## src/rtl/matmul_slot_if.sv

```systemverilog
// Slot-bus register interface for matmul_slot: cs/read/write strobes, word address,
// write/read data and the interrupt line.
interface matmul_slot_if;
    logic        cs;
    logic        read;
    logic        write;
    logic [4:0]  addr;
    logic [31:0] wr_data;
    logic [31:0] rd_data;
    logic        irq;

    modport master (output cs, read, write, addr, wr_data, input rd_data, irq);
    modport slave  (input cs, read, write, addr, wr_data, output rd_data, irq);
endinterface

```

## src/rtl/matmul_slot.sv

```systemverilog
// Matrix-multiply slot peripheral: A/B operand buffers, C result buffer, one MAC per cycle,
// programmable M x N x P up to MAX_DIM, with busy/done/err status and an interrupt.
module matmul_slot #(
    parameter int unsigned DATA_W  = 16,
    parameter int unsigned MAX_DIM = 8
) (
    input logic          clk,
    input logic          reset,
    matmul_slot_if.slave bus
);
    localparam int unsigned DEPTH   = MAX_DIM * MAX_DIM;
    localparam int unsigned PTR_W   = (DEPTH > 1) ? $clog2(DEPTH) : 1;
    localparam logic [7:0]  MAX_D8  = 8'(MAX_DIM);

    localparam logic [1:0] S_IDLE  = 2'd0;
    localparam logic [1:0] S_MAC   = 2'd1;
    localparam logic [1:0] S_STORE = 2'd2;

    logic [DATA_W-1:0] a_mem [DEPTH];
    logic [DATA_W-1:0] b_mem [DEPTH];
    logic [31:0]       c_mem [DEPTH];

    logic [1:0]       state_q, state_d;
    logic             done_q, done_d, err_q, err_d, irq_en_q, irq_en_d;
    logic [7:0]       m_q, m_d, n_q, n_d, p_q, p_d;
    logic [7:0]       i_q, i_d, j_q, j_d, k_q, k_d;
    logic [PTR_W-1:0] a_ptr_q, a_ptr_d, b_ptr_q, b_ptr_d, c_ptr_q, c_ptr_d;
    logic [31:0]      acc_q, acc_d, cycles_q, cycles_d;
    logic             a_we, b_we, c_we;

    logic                      busy, wr_en, rd_en, dim_ok;
    logic [15:0]               a_lin, b_lin, c_lin;
    logic [PTR_W-1:0]          a_idx, b_idx, c_idx;
    logic signed [2*DATA_W-1:0] prod;
    logic                      unused_wr;

    function automatic logic [PTR_W-1:0] ptr_inc(input logic [PTR_W-1:0] p);
        return (p == PTR_W'(DEPTH - 1)) ? '0 : p + PTR_W'(1);
    endfunction

    assign busy   = (state_q != S_IDLE);
    assign wr_en  = bus.cs & bus.write & ~reset;
    assign rd_en  = bus.cs & bus.read;
    assign dim_ok = (m_q != 8'd0) && (m_q <= MAX_D8) && (n_q != 8'd0) && (n_q <= MAX_D8)
                 && (p_q != 8'd0) && (p_q <= MAX_D8);

    assign a_lin = 16'(i_q) * 16'(n_q) + 16'(k_q);
    assign b_lin = 16'(k_q) * 16'(p_q) + 16'(j_q);
    assign c_lin = 16'(i_q) * 16'(p_q) + 16'(j_q);
    assign a_idx = PTR_W'(a_lin);
    assign b_idx = PTR_W'(b_lin);
    assign c_idx = PTR_W'(c_lin);
    assign prod  = $signed(a_mem[a_idx]) * $signed(b_mem[b_idx]);
    assign unused_wr = ^bus.wr_data;

    // Next-state: bus register decode plus the MAC/STORE sequencer
    always_comb begin
        state_d  = state_q;
        done_d   = done_q;
        err_d    = err_q;
        irq_en_d = irq_en_q;
        m_d = m_q;  n_d = n_q;  p_d = p_q;
        i_d = i_q;  j_d = j_q;  k_d = k_q;
        a_ptr_d  = a_ptr_q;
        b_ptr_d  = b_ptr_q;
        c_ptr_d  = c_ptr_q;
        acc_d    = acc_q;
        cycles_d = cycles_q;
        a_we = 1'b0;
        b_we = 1'b0;
        c_we = 1'b0;

        if (wr_en) begin
            case (bus.addr)
                5'd0: begin
                    irq_en_d = bus.wr_data[2];
                    if (!busy) begin
                        if (bus.wr_data[0]) begin
                            if (dim_ok) begin
                                state_d  = S_MAC;
                                done_d   = 1'b0;
                                err_d    = 1'b0;
                                cycles_d = '0;
                                i_d = '0;  j_d = '0;  k_d = '0;
                                acc_d = '0;
                            end else begin
                                done_d = 1'b1;
                                err_d  = 1'b1;
                            end
                        end else if (bus.wr_data[1]) begin
                            done_d = 1'b0;
                            err_d  = 1'b0;
                        end
                    end
                end
                5'd2: if (!busy) begin
                    m_d = bus.wr_data[7:0];
                    n_d = bus.wr_data[15:8];
                    p_d = bus.wr_data[23:16];
                end
                5'd3: if (!busy) a_ptr_d = PTR_W'(bus.wr_data);
                5'd4: if (!busy) begin
                    a_we    = 1'b1;
                    a_ptr_d = ptr_inc(a_ptr_q);
                end
                5'd5: if (!busy) b_ptr_d = PTR_W'(bus.wr_data);
                5'd6: if (!busy) begin
                    b_we    = 1'b1;
                    b_ptr_d = ptr_inc(b_ptr_q);
                end
                5'd7: if (!busy) c_ptr_d = PTR_W'(bus.wr_data);
                default: ;
            endcase
        end

        if (rd_en && bus.addr == 5'd8) c_ptr_d = ptr_inc(c_ptr_q);

        case (state_q)
            S_MAC: begin
                acc_d    = acc_q + 32'(prod);
                cycles_d = cycles_q + 32'd1;
                if (k_q == n_q - 8'd1) state_d = S_STORE;
                else                   k_d = k_q + 8'd1;
            end
            S_STORE: begin
                c_we     = ~reset;
                acc_d    = '0;
                k_d      = '0;
                cycles_d = cycles_q + 32'd1;
                state_d  = S_MAC;
                if (j_q == p_q - 8'd1) begin
                    j_d = '0;
                    if (i_q == m_q - 8'd1) begin
                        state_d = S_IDLE;
                        done_d  = 1'b1;
                        i_d     = '0;
                    end else begin
                        i_d = i_q + 8'd1;
                    end
                end else begin
                    j_d = j_q + 8'd1;
                end
            end
            default: ;
        endcase
    end

    always_ff @(posedge clk) begin
        if (reset) begin
            state_q  <= S_IDLE;
            done_q   <= 1'b0;
            err_q    <= 1'b0;
            irq_en_q <= 1'b0;
            m_q <= 8'd1;  n_q <= 8'd1;  p_q <= 8'd1;
            i_q <= '0;    j_q <= '0;    k_q <= '0;
            a_ptr_q  <= '0;
            b_ptr_q  <= '0;
            c_ptr_q  <= '0;
            acc_q    <= '0;
            cycles_q <= '0;
        end else begin
            state_q  <= state_d;
            done_q   <= done_d;
            err_q    <= err_d;
            irq_en_q <= irq_en_d;
            m_q <= m_d;  n_q <= n_d;  p_q <= p_d;
            i_q <= i_d;  j_q <= j_d;  k_q <= k_d;
            a_ptr_q  <= a_ptr_d;
            b_ptr_q  <= b_ptr_d;
            c_ptr_q  <= c_ptr_d;
            acc_q    <= acc_d;
            cycles_q <= cycles_d;
        end
    end

    // Buffers are deliberately not reset; a run cut short leaves partial C behind
    always_ff @(posedge clk) begin
        if (a_we) a_mem[a_ptr_q] <= bus.wr_data[DATA_W-1:0];
        if (b_we) b_mem[b_ptr_q] <= bus.wr_data[DATA_W-1:0];
        if (c_we) c_mem[c_idx]   <= acc_q;
    end

    always_comb begin
        bus.rd_data = '0;
        case (bus.addr)
            5'd0: bus.rd_data = {29'd0, irq_en_q, 2'd0};
            5'd1: bus.rd_data = {29'd0, err_q, done_q, busy};
            5'd2: bus.rd_data = {8'd0, p_q, n_q, m_q};
            5'd3: bus.rd_data = 32'(a_ptr_q);
            5'd5: bus.rd_data = 32'(b_ptr_q);
            5'd7: bus.rd_data = 32'(c_ptr_q);
            5'd8: bus.rd_data = c_mem[c_ptr_q];
            5'd9: bus.rd_data = cycles_q;
            default: ;
        endcase
    end

    assign bus.irq = done_q & irq_en_q;
endmodule

```

## src/flat_wrapper.sv

```systemverilog
// flat-port wrapper written by rule: the top's interface ports become plain ports
module matmul_slot_flat 
#(
    parameter int unsigned DATA_W  = 16,
    parameter int unsigned MAX_DIM = 8
)
  (clk, reset, bus_cs, bus_read, bus_write, bus_addr, bus_wr_data, bus_rd_data, bus_irq);
  matmul_slot_if bus_i ();
  input logic clk;
  input logic reset;
  input wire logic [$bits(bus_i.cs)-1:0] bus_cs;
  input wire logic [$bits(bus_i.read)-1:0] bus_read;
  input wire logic [$bits(bus_i.write)-1:0] bus_write;
  input wire logic [$bits(bus_i.addr)-1:0] bus_addr;
  input wire logic [$bits(bus_i.wr_data)-1:0] bus_wr_data;
  output wire logic [$bits(bus_i.rd_data)-1:0] bus_rd_data;
  output wire logic [$bits(bus_i.irq)-1:0] bus_irq;
  assign bus_i.cs = bus_cs;
  assign bus_i.read = bus_read;
  assign bus_i.write = bus_write;
  assign bus_i.addr = bus_addr;
  assign bus_i.wr_data = bus_wr_data;
  assign bus_rd_data = bus_i.rd_data;
  assign bus_irq = bus_i.irq;
  matmul_slot #(.DATA_W(DATA_W), .MAX_DIM(MAX_DIM)) u_core (.clk(clk), .reset(reset), .bus(bus_i));
endmodule
```

## config.mk

```make
export PLATFORM = sky130hd
export DESIGN_NAME = matmul_slot_flat
export DESIGN_NICKNAME = d
export VERILOG_FILES = /design/src/rtl/matmul_slot_if.sv /design/src/rtl/matmul_slot.sv /design/src/flat_wrapper.sv
export SDC_FILE = /design/constraint.sdc
export NUM_CORES = 2
export LEC_CHECK = 0
export ABC_AREA = 1
export ABC_CLOCK_PERIOD_IN_PS = 19400
export CAP_MARGIN = 20
export CORE_ASPECT_RATIO = 0.6
export CORE_MARGIN = 1
export CORE_UTILIZATION = 45
export CTS_BUF_LIST = sky130_fd_sc_hd__clkbuf_4 sky130_fd_sc_hd__clkbuf_8
export CTS_CLUSTER_SIZE = 8
export DETAILED_ROUTE_END_ITERATION = 16
export PLACE_DENSITY_LB_ADDON = 0.08
export SLEW_MARGIN = 40
export SYNTH_ARGS = -nofsm -noshare
export SYNTH_HDL_FRONTEND = slang
export SYNTH_SLANG_ARGS = --single-unit
```

## constraint.sdc

```tcl
create_clock -name clk -period 19.4 [get_ports clk]
set_input_delay 2.91 -clock clk [delete_from_list [all_inputs] [get_ports clk]]
set_output_delay 2.91 -clock clk [all_outputs]
set_load 0.01 [all_outputs]
```

[After elaboration in Yosys (flattened, before gate mapping)]
Memories as Yosys holds them, arrays and structs flattened. A register that Yosys moved wholly into a read port is not among the register bits.
Index checks and enable logic that the tools add are counted.
W data, S select, Z words.
Word-level totals
  bits of input ports: 42
  memory bits (writable): 4096
  latch bits: 0
  ROM bits: 0
  word-level logic and storage cells: 183
  output and inout port bits: 33
  bits in registers: 135
  memories kept: 3
Memory list
  u_core.c_mem: depth 64, bits a word 32, rd ports 1, clocked after Yosys merged registers in 1, wr ports 1, RTL line matmul_slot.sv:21  | logic [31:0] c_mem [DEPTH];
  u_core.a_mem: depth 64, bits a word 16, rd ports 1, clocked after Yosys merged registers in 0, wr ports 1, RTL line matmul_slot.sv:19  | logic [DATA_W-1:0] a_mem [DEPTH];
  u_core.b_mem: depth 64, bits a word 16, rd ports 1, clocked after Yosys merged registers in 0, wr ports 1, RTL line matmul_slot.sv:20  | logic [DATA_W-1:0] b_mem [DEPTH];
Cells by class
  shift operators: 0
  eq/ne operators: 25
  reductions and logical operators: 38
  div/mod/pow operators: 0
  multiply operators: 4
  magnitude comparators: 3
  add/subtract/negate cells: 14
  mux-type cells: 75
  bitwise logic cells: 6
Operators by type and width (count)
  $pmux W32 S8: 1
  $mux W32: 6
  $mux W8: 21
  $mux W6: 11
  $pmux W32 S2: 1
  $add A32 B1 Y32 const B: 1
  $add A32 B32 Y32: 1
  $mul A16 B16 Y32: 1
  $reduce_bool A2 Y1: 14
  $add A8 B1 Y8 const B: 3
  $eq A8 B8 Y1: 3
  $le A8 B4 Y1 const B: 3
  $mul A8 B8 Y6: 3
  $mux W1: 24
  $pmux W6 S2: 2
  $reduce_bool A8 Y1: 3
  $sub A8 B1 Y8 const B: 3
  $eq A5 B3 Y1 const B: 4
  $add A6 B1 Y6 const B: 3
  $add A6 B6 Y6: 3
  $eq A6 B6 Y1 const B: 3
  $pmux W8 S2: 1
  $reduce_and A5 Y1: 3
  $mux W2: 7
  other kinds (17): 40

[Logic depth before layout (Yosys ltp)]
  depth in word-level cells: 14
  depth in mapped cells: 53
  mapped depth without buffers: 49

[Worst setup path before layout]
Ideal clock, no wire load.
  path kind: reg2reg
  start point: register u_core.p_q[0]
  end point: register u_core.acc_q[31]
  period minus slack after synthesis: 9059 ps
  data arrival time: 8927 ps
  cell stages (with the launch flop): 42
  setup slack: 10341 ps
  library setup time: 132 ps
  data required time: 19268 ps
  path through: dfxtp_1 -> buf_2 -> clkbuf_1 -> nand2_1 -> fa_1 -> inv_1 -> ha_1 -> ha_1 -> fa_1 -> ha_1 -> xnor2_1 -> buf_2 -> buf_2 -> o31ai_1 -> o211ai_1 -> nand2_1 -> nand2_1 -> nand2_2 -> [6 not listed] -> inv_1 -> fa_1 -> inv_1 -> fa_1 -> inv_1 -> fa_1 -> inv_1 -> fa_1 -> inv_1 -> ha_1 -> nand2_1 -> nor3_1 -> nand2_1 -> or2_2 -> nand4_1 -> nand3_1 -> nand3_1 -> a21oi_1
Between the ends
  word-level cells in the longest chain between the ends: 6
  elaborated cells on any way between the ends: 12
RTL lines
  start: declaration: RTL line matmul_slot.sv:25  | logic [7:0] m_q, m_d, n_q, n_d, p_q, p_d;
  start signal: assignment: RTL line matmul_slot.sv:166  | m_q <= m_d; n_q <= n_d; p_q <= p_d;
  $mul A8 B8 Y6: RTL line matmul_slot.sv:48  | assign b_lin = 16'(k_q) * 16'(p_q) + 16'(j_q);
  $add A6 B6 Y6: RTL line matmul_slot.sv:48
  $mem_v2 Z64 W16
  $mul A16 B16 Y32: RTL line matmul_slot.sv:53  | assign prod = $signed(a_mem[a_idx]) * $signed(b_mem[b_idx]);
  $add A32 B32 Y32: RTL line matmul_slot.sv:120  | acc_d = acc_q + 32'(prod);
  $pmux W32 S2: RTL line matmul_slot.sv:118  | case (state_q)
  end signal: assignment: RTL line matmul_slot.sv:159  | acc_q <= '0;
  end signal: assignment: RTL line matmul_slot.sv:171  | acc_q <= acc_d;
  end: declaration: RTL line matmul_slot.sv:28  | logic [31:0] acc_q, acc_d, cycles_q, cycles_d;
Several ways; a longest one is shown, not always the timed one.
A chain may end at the register's enable or synchronous reset.

[Worst setup path after layout]
  start point: register u_core.p_q[0]
  end point: register u_core.acc_q[28]
Same word-level chain as after synthesis.

==> reports/metrics.cfg <==
[power]
cellPowerDensity_nw_per_um2 = 88.4
p_leak_nw = 71.8
vdd_drop_max_mv = 0.0716

[clock_tree]
cts_resized = 0
cts_hold_buffers = 0
cts_setup_buffers = 0
cts-root-buf = clkbuf_8
insertion_delay_ns = 1.13
cts_buffer_depth = 4
cts_htree_levels = 6
path_clk_slew_ns = 0.06
cts.sinks = 4237
cts_tree = yes
cts_buffers = 653

[detailed_routing]
antenna_left = 0
route.detailed.drc = 0
wl_mm = 594
avgViaCountPerCell = 5.99
firstDrtPassIters = 6
routedWlPerCell_um = 28.5
drtIter0Drc = 16600
vias = 125000

[synth]
synth_area_um2 = 183000
synth_seq_cells = 4237
yosys_warnings = 0
synth-edff-count = 4096
ys_seq_area_share_pct = 68.8
synth.avg_cell_area_um2 = 12.2
synth_commonest_cells = edfxtp_1 (4096), nand2_1 (2446), nor2_1 (1782)
ys_types = 69
ys_async_sr_fraction_pct = 0
synth_top_area_cell = edfxtp_1
yosysMostFrequentCell = edfxtp_1
syn_nets = 15500
netlist_instances = 15000
synth_top_area_share_pct = 67.2
synth_area_leaders = edfxtp_1 (67%), nand2_1 (5.0%), o21ai_0 (3.7%), nor2_1 (3.7%), fa_1 (3.4%)
synth_flop_cell = edfxtp_1

[floorplan]
io_pins = 75
die_x_um = 825
dieArea_um2 = 409000
die_h_um = 496
coreArea_um2 = 403000
start_util_pct = 45.4
rows = 180

[placement]
dp_slack_ns = 7.11
dp_hpwl_mm = 354
portBuffers = 66
place_inst = 19800
gp_congestion = 0.948
dpl-instance-area_um2 = 190000

[global_route]
antenna_found_initial = 45
track_usage_pct = 28.2
grt_max_degree = 208
overflow = 0
grt_pass1_vias = 118000
grt_pass1_wl_mm = 838

[critical_path]
path_common_cell = fa_1
critPathLaunchType = register
cp.required_ns = 20.44
criticalPathCategory = reg2reg
worst_path_largest_cell_delay_ns = 0.75
cp_max_fo = 31
end_kind = register
worstPathArrival_ns = 13.64
worst_path_max_delay_cell = dfxtp_1

[layout]
nFillCells = 34600
layout.nets = 15600
syn2layout_area_growth_pct = 10.4
design_area_um2 = 202000
drive_gt1_share_pct = 10.8
stdcell_count = 20900

[timing]
slew_viol_final = 0
finalCritPeriodShare_pct = 64.9
clock.fmax_ghz = 0.0794
fin_crit_ns = 12.60
finalSetupViolations = 0
fin_tns_setup_ns = 0
setup_ws_ns = 6.80
finalHoldViolCount = 0
worst_slew_pin_slew_ns = 0.953
relSlewSlack_pct = 36.3
finClkSkew_ns = 0.0848
rsz0062_at_grt = no

[hold_path]
hold_class = reg2reg

[run_status]
run_status = finished clean

[job]
maxCapViolCount = 0

-- cells in the final DEF, fill, tap and decap left out, types with 49 or more instances in the layout --
cell	n
nor2_4	73
inv_1	589
clkinv_1	69
nor2_1	1689
a22oi_1	111
o22ai_1	461
a21oi_1	860
clkdlybuf4s50_1	49
nor3_1	49
a221oi_1	87
dfxtp_1	103
xor2_1	71
nand3_1	697
o311ai_0	94
clkbuf_8	675
nand2_1	2445
ha_1	146
o21ai_0	1339
o211ai_1	91
buf_4	365
edfxtp_1	4096
fa_1	311
clkbuf_4	236
o221ai_1	144
-- flip-flops by register name, indices dropped and copies added (netlist names), 6 cells and up, named ones only --
signal	cells
u_core.a_mem	1024
u_core.c_mem	2048
u_core.c_ptr_q	6
u_core.b_mem	1024
u_core.m_q	8
u_core.k_q	8
u_core.p_q	8
u_core.i_q	8
u_core.j_q	8
u_core.b_ptr_q	6
u_core.acc_q	32
u_core.a_ptr_q	6
u_core.cycles_q	32
u_core.n_q	8
-- final timing paths --
check        cells past startpoint          endpoint  slack [ns]           from
min reg2reg                      2      u_core.err_q        0.49   u_core.err_q
max                             41  u_core.acc_q[28]        6.80  u_core.p_q[0]
max reg2reg                     41  u_core.acc_q[28]        6.80  u_core.p_q[0]
min                              2      u_core.err_q        0.49   u_core.err_q
-- cells by family after synthesis --
group           synth area share, %
fa+ha+maj                      4.46
xor+xnor                      0.553
flops                          68.8
compound gates                 11.1
buf+inv                        3.93
simple gates                   11.2
-- stage by stage --
stage	hold slack (ns)	util, %	total power, mW
6_report	0.491	50.2	17.9
4_1_cts	0.492	50.1	17.9
5_1_grt	0.520	50.2	18.4
2_1_floorplan	0.458	-	10.6
3_5_place_dp	0.481	47.2	10.9
3_3_place_gp	0.470	47.1	10.9
-- power by group --
part	internal [mW]	leakage, nW	switching, mW	total (mW)
Clock	3.67	6.16	3.41	7.08
Combinational	0.243	25.2	0.576	0.819
Sequential	9.95	40.4	0.00271	9.96
Total	13.9	71.8	3.99	17.9
-- per-layer routing --
metal  routed length (um)  GRT usage (%)
met5                  261              0
met4                15200           7.68
met3                75300           8.81
met2               231000           36.9
met1               272000           44.8
-- final cells by class --
class	count	area [um2]	area share [%]
clock inverter	97	578	0.286
multi-input combinational	9111	50800	25.2
sequential	4237	126000	62.3
clock buffer	910	11100	5.47
inverter	640	2490	1.23
antenna	12	30.0	0.0149
timing repair buffer	493	4430	2.20
tap	5369	6720	3.33
-- critical path: cells and delay by family (launching register included) --
kind	cells	cell delay (ns)
simple gates	11	2.16
compound gates	6	1.62
xor+xnor	1	0.15
buf+inv	11	2.51
flops	1	0.75
fa+ha+maj	12	5.11
No activity file was read; power rests on OpenSTA's default activity.
